--- src/rtl/pll_dyncfg_ctrl.sv ---
// -----------------------------------------------------------------------------
// pll_dyncfg_ctrl
//
// Master side of the EF2 PLL dynamic-configuration port. On an accepted request
// it holds the PLL in reset, writes one output channel's divider and duty
// registers, commits them with load_reg, releases reset and then qualifies
// extlock (stable-count plus timeout).
//
// Ports
//   refclk, reset          sole clock (rising edge) / async active-high reset
//   cfg_valid, cfg_ready   request handshake
//   cfg_chan, cfg_div      channel 0..4 and divide ratio 1..255
//   daddr, di, dcs, dwe    configuration write port
//   load_reg               one-cycle commit strobe
//   pll_rst                PLL reset
//   extlock                PLL lock, asynchronous to refclk
//   busy                   FSM not in IDLE
//   done, err              one-cycle result pulses
//   locked                 qualified lock status
//
// Request handshake: a request transfers on every rising edge where
// cfg_valid && cfg_ready. cfg_ready is high only in IDLE (and not in the first
// cycle after reset); cfg_chan/cfg_div are sampled on that same edge. Nothing
// is queued: cfg_valid while busy is ignored.
//
// Parameter ranges assumed: RST_CYCLES >= 4, WR_GAP >= 1, both below 256.
// -----------------------------------------------------------------------------
module pll_dyncfg_ctrl #(
  parameter logic [5:0] DIV_ADDR_BASE = 6'h10,
  parameter int         RST_CYCLES    = 8,
  parameter int         WR_GAP        = 2,
  parameter int         LOCK_STABLE   = 16,
  parameter int         LOCK_TIMEOUT  = 4096
) (
  input  logic       refclk,
  input  logic       reset,
  input  logic       cfg_valid,
  output logic       cfg_ready,
  input  logic [2:0] cfg_chan,
  input  logic [7:0] cfg_div,
  output logic [5:0] daddr,
  output logic [7:0] di,
  output logic       dcs,
  output logic       dwe,
  output logic       load_reg,
  output logic       pll_rst,
  input  logic       extlock,
  output logic       busy,
  output logic       done,
  output logic       err,
  output logic       locked
);

  localparam int CW = 8;
  localparam int SW = $clog2(LOCK_STABLE + 1);
  localparam int TW = $clog2(LOCK_TIMEOUT + 1);

  localparam logic [CW-1:0] RST_LAST = CW'(RST_CYCLES - 1);
  localparam logic [CW-1:0] GAP_LAST = CW'(WR_GAP - 1);
  localparam logic [SW-1:0] STAB_MAX = SW'(LOCK_STABLE);
  localparam logic [TW-1:0] TMO_MAX  = TW'(LOCK_TIMEOUT);

  typedef enum logic [3:0] {
    S_IDLE,
    S_RST_HOLD,
    S_WR_DIV,
    S_GAP1,
    S_WR_DUTY,
    S_GAP2,
    S_LOAD,
    S_RELEASE,
    S_WAIT_LOCK
  } state_t;

  state_t state, state_nx;

  // boot_q is high from reset until the first clock edge; it keeps pll_rst
  // asserted and cfg_ready low for that one cycle.
  logic          boot_q;
  logic          ext_s1, lk;
  logic [2:0]    chan_q, chan_nx;
  logic [7:0]    div_q, div_nx;
  logic [CW-1:0] cnt_q, cnt_nx;
  logic [SW-1:0] stab_q, stab_nx, stab_inc;
  logic [TW-1:0] tmo_q, tmo_nx, tmo_inc;
  logic [5:0]    daddr_nx;
  logic [7:0]    di_nx;
  logic          done_nx, err_nx, locked_nx;
  logic          accept, legal;
  logic [5:0]    div_addr;

  assign accept   = cfg_valid && cfg_ready;
  assign legal    = (cfg_chan <= 3'd4) && (cfg_div != 8'd0);
  assign div_addr = DIV_ADDR_BASE + {2'b00, chan_q, 1'b0};

  // Saturating run length of consecutive lk=1 cycles.
  assign stab_inc = !lk ? '0 : ((stab_q == STAB_MAX) ? STAB_MAX : stab_q + SW'(1));
  assign tmo_inc  = tmo_q + TW'(1);

  assign cfg_ready = (state == S_IDLE) && !boot_q;
  assign busy      = (state != S_IDLE);
  assign dcs       = (state == S_WR_DIV) || (state == S_WR_DUTY);
  assign dwe       = dcs;
  assign load_reg  = (state == S_LOAD);
  assign pll_rst   = boot_q || (state inside {S_RST_HOLD, S_WR_DIV, S_GAP1,
                                              S_WR_DUTY, S_GAP2, S_LOAD});

  always_comb begin
    state_nx  = state;
    chan_nx   = chan_q;
    div_nx    = div_q;
    cnt_nx    = cnt_q;
    stab_nx   = '0;
    tmo_nx    = '0;
    daddr_nx  = daddr;
    di_nx     = di;
    done_nx   = 1'b0;
    err_nx    = 1'b0;
    locked_nx = locked;

    unique case (state)
      S_IDLE: begin
        stab_nx   = stab_inc;
        locked_nx = (stab_inc == STAB_MAX);
        if (accept) begin
          if (legal) begin
            state_nx  = S_RST_HOLD;
            chan_nx   = cfg_chan;
            div_nx    = cfg_div;
            cnt_nx    = '0;
            stab_nx   = '0;
            locked_nx = 1'b0;
          end else begin
            // Illegal request is consumed but only reported.
            err_nx = 1'b1;
          end
        end
      end
      S_RST_HOLD: begin
        if (cnt_q == RST_LAST) begin
          cnt_nx   = '0;
          state_nx = S_WR_DIV;
          daddr_nx = div_addr;
          di_nx    = div_q - 8'd1;
        end else begin
          cnt_nx = cnt_q + CW'(1);
        end
      end
      S_WR_DIV: state_nx = S_GAP1;
      S_GAP1: begin
        if (cnt_q == GAP_LAST) begin
          cnt_nx   = '0;
          state_nx = S_WR_DUTY;
          daddr_nx = div_addr + 6'd1;
          di_nx    = div_q >> 1;
        end else begin
          cnt_nx = cnt_q + CW'(1);
        end
      end
      S_WR_DUTY: state_nx = S_GAP2;
      S_GAP2: begin
        if (cnt_q == GAP_LAST) begin
          cnt_nx   = '0;
          state_nx = S_LOAD;
        end else begin
          cnt_nx = cnt_q + CW'(1);
        end
      end
      S_LOAD: state_nx = S_RELEASE;
      S_RELEASE: begin
        // Timeout counts from the release cycle, so a timeout err lands
        // exactly LOCK_TIMEOUT cycles after RELEASE.
        tmo_nx   = TW'(1);
        state_nx = S_WAIT_LOCK;
      end
      S_WAIT_LOCK: begin
        stab_nx = stab_inc;
        tmo_nx  = tmo_inc;
        if (stab_inc == STAB_MAX) begin
          // Success takes priority over a simultaneous timeout.
          done_nx   = 1'b1;
          locked_nx = 1'b1;
          state_nx  = S_IDLE;
        end else if (tmo_inc == TMO_MAX) begin
          err_nx    = 1'b1;
          locked_nx = 1'b0;
          state_nx  = S_IDLE;
        end
      end
      default: state_nx = S_IDLE;
    endcase
  end

  always_ff @(posedge refclk or posedge reset) begin
    if (reset) begin
      state  <= S_IDLE;
      boot_q <= 1'b1;
      ext_s1 <= 1'b0;
      lk     <= 1'b0;
      chan_q <= '0;
      div_q  <= '0;
      cnt_q  <= '0;
      stab_q <= '0;
      tmo_q  <= '0;
      daddr  <= '0;
      di     <= '0;
      done   <= 1'b0;
      err    <= 1'b0;
      locked <= 1'b0;
    end else begin
      state  <= state_nx;
      boot_q <= 1'b0;
      ext_s1 <= extlock;
      lk     <= ext_s1;
      chan_q <= chan_nx;
      div_q  <= div_nx;
      cnt_q  <= cnt_nx;
      stab_q <= stab_nx;
      tmo_q  <= tmo_nx;
      daddr  <= daddr_nx;
      di     <= di_nx;
      done   <= done_nx;
      err    <= err_nx;
      locked <= locked_nx;
    end
  end

endmodule

--- config.mk ---
export PLATFORM = sky130hd
export DESIGN_NAME = pll_dyncfg_ctrl
export DESIGN_NICKNAME = d
export VERILOG_FILES = /design/src/rtl/pll_dyncfg_ctrl.sv
export SDC_FILE = /design/constraint.sdc
export NUM_CORES = 1
export LEC_CHECK = 0
export BUFFER_PORTS_ARGS = -buffer_cell sky130_fd_sc_hd__buf_2
export CAP_MARGIN = 40
export CORE_AREA = 4 4 88 69
export DETAILED_ROUTE_END_ITERATION = 8
export DIE_AREA = 0 0 92 73
export PLACE_DENSITY = 0.86
export SLEW_MARGIN = 20
export SYNTH_ARGS = -nofsm -noshare
export SYNTH_HDL_FRONTEND = slang
export SYNTH_SLANG_ARGS = --single-unit
--- constraint.sdc ---
create_clock -name refclk -period 3.4 [get_ports refclk]
set_clock_uncertainty 0.1 [all_clocks]
set_input_delay 0.34 -clock refclk [delete_from_list [all_inputs] [get_ports refclk]]
set_output_delay 0.34 -clock refclk [all_outputs]
set_load 0.02 [all_outputs]
==> results.toml <==
[timing]
post-route-period-util_pct = 80.5
hold_viol = 0
fmax_mhz = 365
maxSlewViolCount = 0
fin_tns_setup_ns = 0
rsz0062_at_grt = "no"
worstMarginPinSlew_ns = 0.787
setup_viol = 0
relSlewSlack_pct = 46.8
layout_min_cycle_time_ns = 2.74
holdWs_ns = 0.147

[yosys]
ys_seq_elements = 60
yosys_warnings = 0
synth_edf_count = 0
syn-cell-area_um2 = 3070
netlist_top_cells_count = "dfrtp_1, nor2_1, nand2_1"
avgSynthCellArea_um2 = 10.2
async_flop_share_pct = 100
yosysTopAreaCell = "dfrtp_1"
ys_dominant_reg_cell = "dfrtp_1"
synth.yosys.seq_area_share_pct = 48.9
synthTopCellsByArea = "dfrtp_1, nor2_1, mux2_2"
yosys.cell_count.top_type = "dfrtp_1"
synth_cells = 302
yosysUniqueCellTypes = 54
synth_top_cell_area_share_pct = 48.1

[clocking]
cts.sinks = 60
clock_path_buffers = 2
h-tree-depth = 3
clock-root-buffer = "clkbuf_8"
path_clk_slew_ns = 0.07
cts_made_buffers = 9
cts_tree = "yes"
cts_setup_buffers = 0
worstSkewPairLatency_ns = 0.34
ctsHoldBuffers = 2
post_cts_resized = 0

[route]
drc_errors = 0
dr.first_iter.drc_count = 140
drt-total-wl_um = 6510
vias_per_cell = 5.65
vias = 2371
wl_per_cell_um = 15.5
ant_nets = 0
drt_pass1_iterations = 5

[global_route]
grt_pass1_wl_um = 11100
grt_max_degree = 52
grt_pass1_vias = 2303
antenna_found_initial = 0
gr-total-overflow = 0
grt_usage_pct = 21.3

[placed_design]
dp_hpwl_um = 4530
routabilityCongestion = 0.832
place_area_um2 = 3290
portBuffers = 36
dpl.cell_count = 402

[run]
drv_cap = 0

[finish]
fillers = 410
design_area_um2 = 3530
multi_input_area_um2 = 1440
drive_gt1_share_pct = 22.6
nNetsFinal = 361
areaGrowthSynthToFinish_pct = 15.1
ff_latch_area_um2 = 1500
diodes = 0
fin_cells = 420

[worst_setup_path]
criticalPathCategory = "flip-flop to flip-flop"
cp.required_ns = 3.52
worstSetupStartpointType = "flip-flop"
cp_cell_sequence = "or4_1, a2111o_1, a21oi_4, inv_2, a211o_1"
end_kind = "flip-flop"
slowest_delay_ns = 0.66
slowest_stage = "a2111o_1"
reg2reg_depth = 5
path_max_fanout = 16
arrival_ns = 2.86

[power]
vdd_drop_max_mv = 0.505
leakage_nw = 1.61
power.density_nw_per_um2 = 784

[floorplan]
ios = 38
fp-row-count = 23
start_util_pct = 58.6
dieWidth_um = 92
die_y_um = 73
core_um2 = 5240
die_area_um2 = 6720

[run_status]
outcome = "finished clean"

[hold_path]
holdPathStages = 2
min_path_type = "input port to flip-flop"
[metrics by stage]
| stage | setup WS, ns | power, mW | util [%] |
|---|---|---|---|
| after floorplan | 1.06 | 1.81 | - |
| after detailed placement | 0.696 | 2.04 | 62.7 |
| after global placement | 0.765 | 1.99 | 62.7 |
| after CTS | 0.674 | 2.79 | 67.5 |
| final | 0.664 | 2.77 | 67.5 |
| after global routing | 0.517 | 2.95 | 67.5 |
[layout by cell type, fill, tap and decap left out, types with 9 or more instances in the layout]
cell and count:
xnor2_1 12, mux2_2 12, nand2b_1 11, nor3_1 11
buf_2 36, nand2_1 18, clkbuf_8 11, dfrtp_1 59
o21ai_0 11, a21oi_1 11, inv_1 11, nand3_1 9
nor2_1 36
[final cells by class]
type,instances,share of cell area [%]
inverter,13,1.38
multi-input combinational,215,40.7
clock buffer,13,4.50
timing repair buffer,41,6.30
sequential,60,42.5
clock inverter,3,1.95
tap,75,2.66
[sequential cells by signal, summed over array words and instances, names as in the netlist, 3 cells and up]
register,cells
cnt_q,8
chan_q,3
tmo_q,13
daddr,5
stab_q,5
state,4
di,8
div_q,8
[routing by layer]
| layer | share of wire [%] | track usage, % |
|---|---|---|
| met2 | 46 | 32.2 |
| met5 | 0 | 0 |
| met3 | 6.2 | 6.29 |
| met4 | 1.1 | 7.91 |
| met1 | 47 | 29.3 |
[cell families after synthesis]
| family | after synthesis | share of synthesized area (%) |
|---|---|---|
| adders and majority gates | 6 | 2.44 |
| muxes | 15 | 5.71 |
| other | 1 | 0.122 |
| xor gates and xnor gates | 20 | 5.71 |
| DFF | 60 | 48.9 |
| AOI/OAI and AO/OA | 54 | 12.3 |
| buffers and inverters | 28 | 4.36 |
| and+or+nand+nor | 118 | 20.4 |
[worst paths after layout]
kind | start | end | slack [ns]
worst max-delay path | state[3] | cnt_q[6] | 0.66
worst min-delay path | cfg_div[2] | div_q[2] | 0.15
worst max register to register | state[3] | cnt_q[6] | 0.66
worst min register to register | ext_s1 | lk | 0.25
max in group asynchronous | reset | state[2] | 1.97
min in group asynchronous | reset | di[5] | 0.34
[worst max-delay path: cells and delay by family (launching register included)]
family,cells,cell delay (ns)
compound gates,3,1.28
buf+inv,1,0.06
flops,1,0.57
simple gates,1,0.60
[power breakdown]
| part | switching [mW] | internal [mW] | total (mW) |
|---|---|---|---|
| clock network | 0.277 | 0.455 | 0.732 |
| logic | 0.531 | 0.416 | 0.947 |
| registers | 0.195 | 0.898 | 1.09 |
| total | 1.00 | 1.77 | 2.77 |
Note: power is estimated with default switching activity, not from simulation.
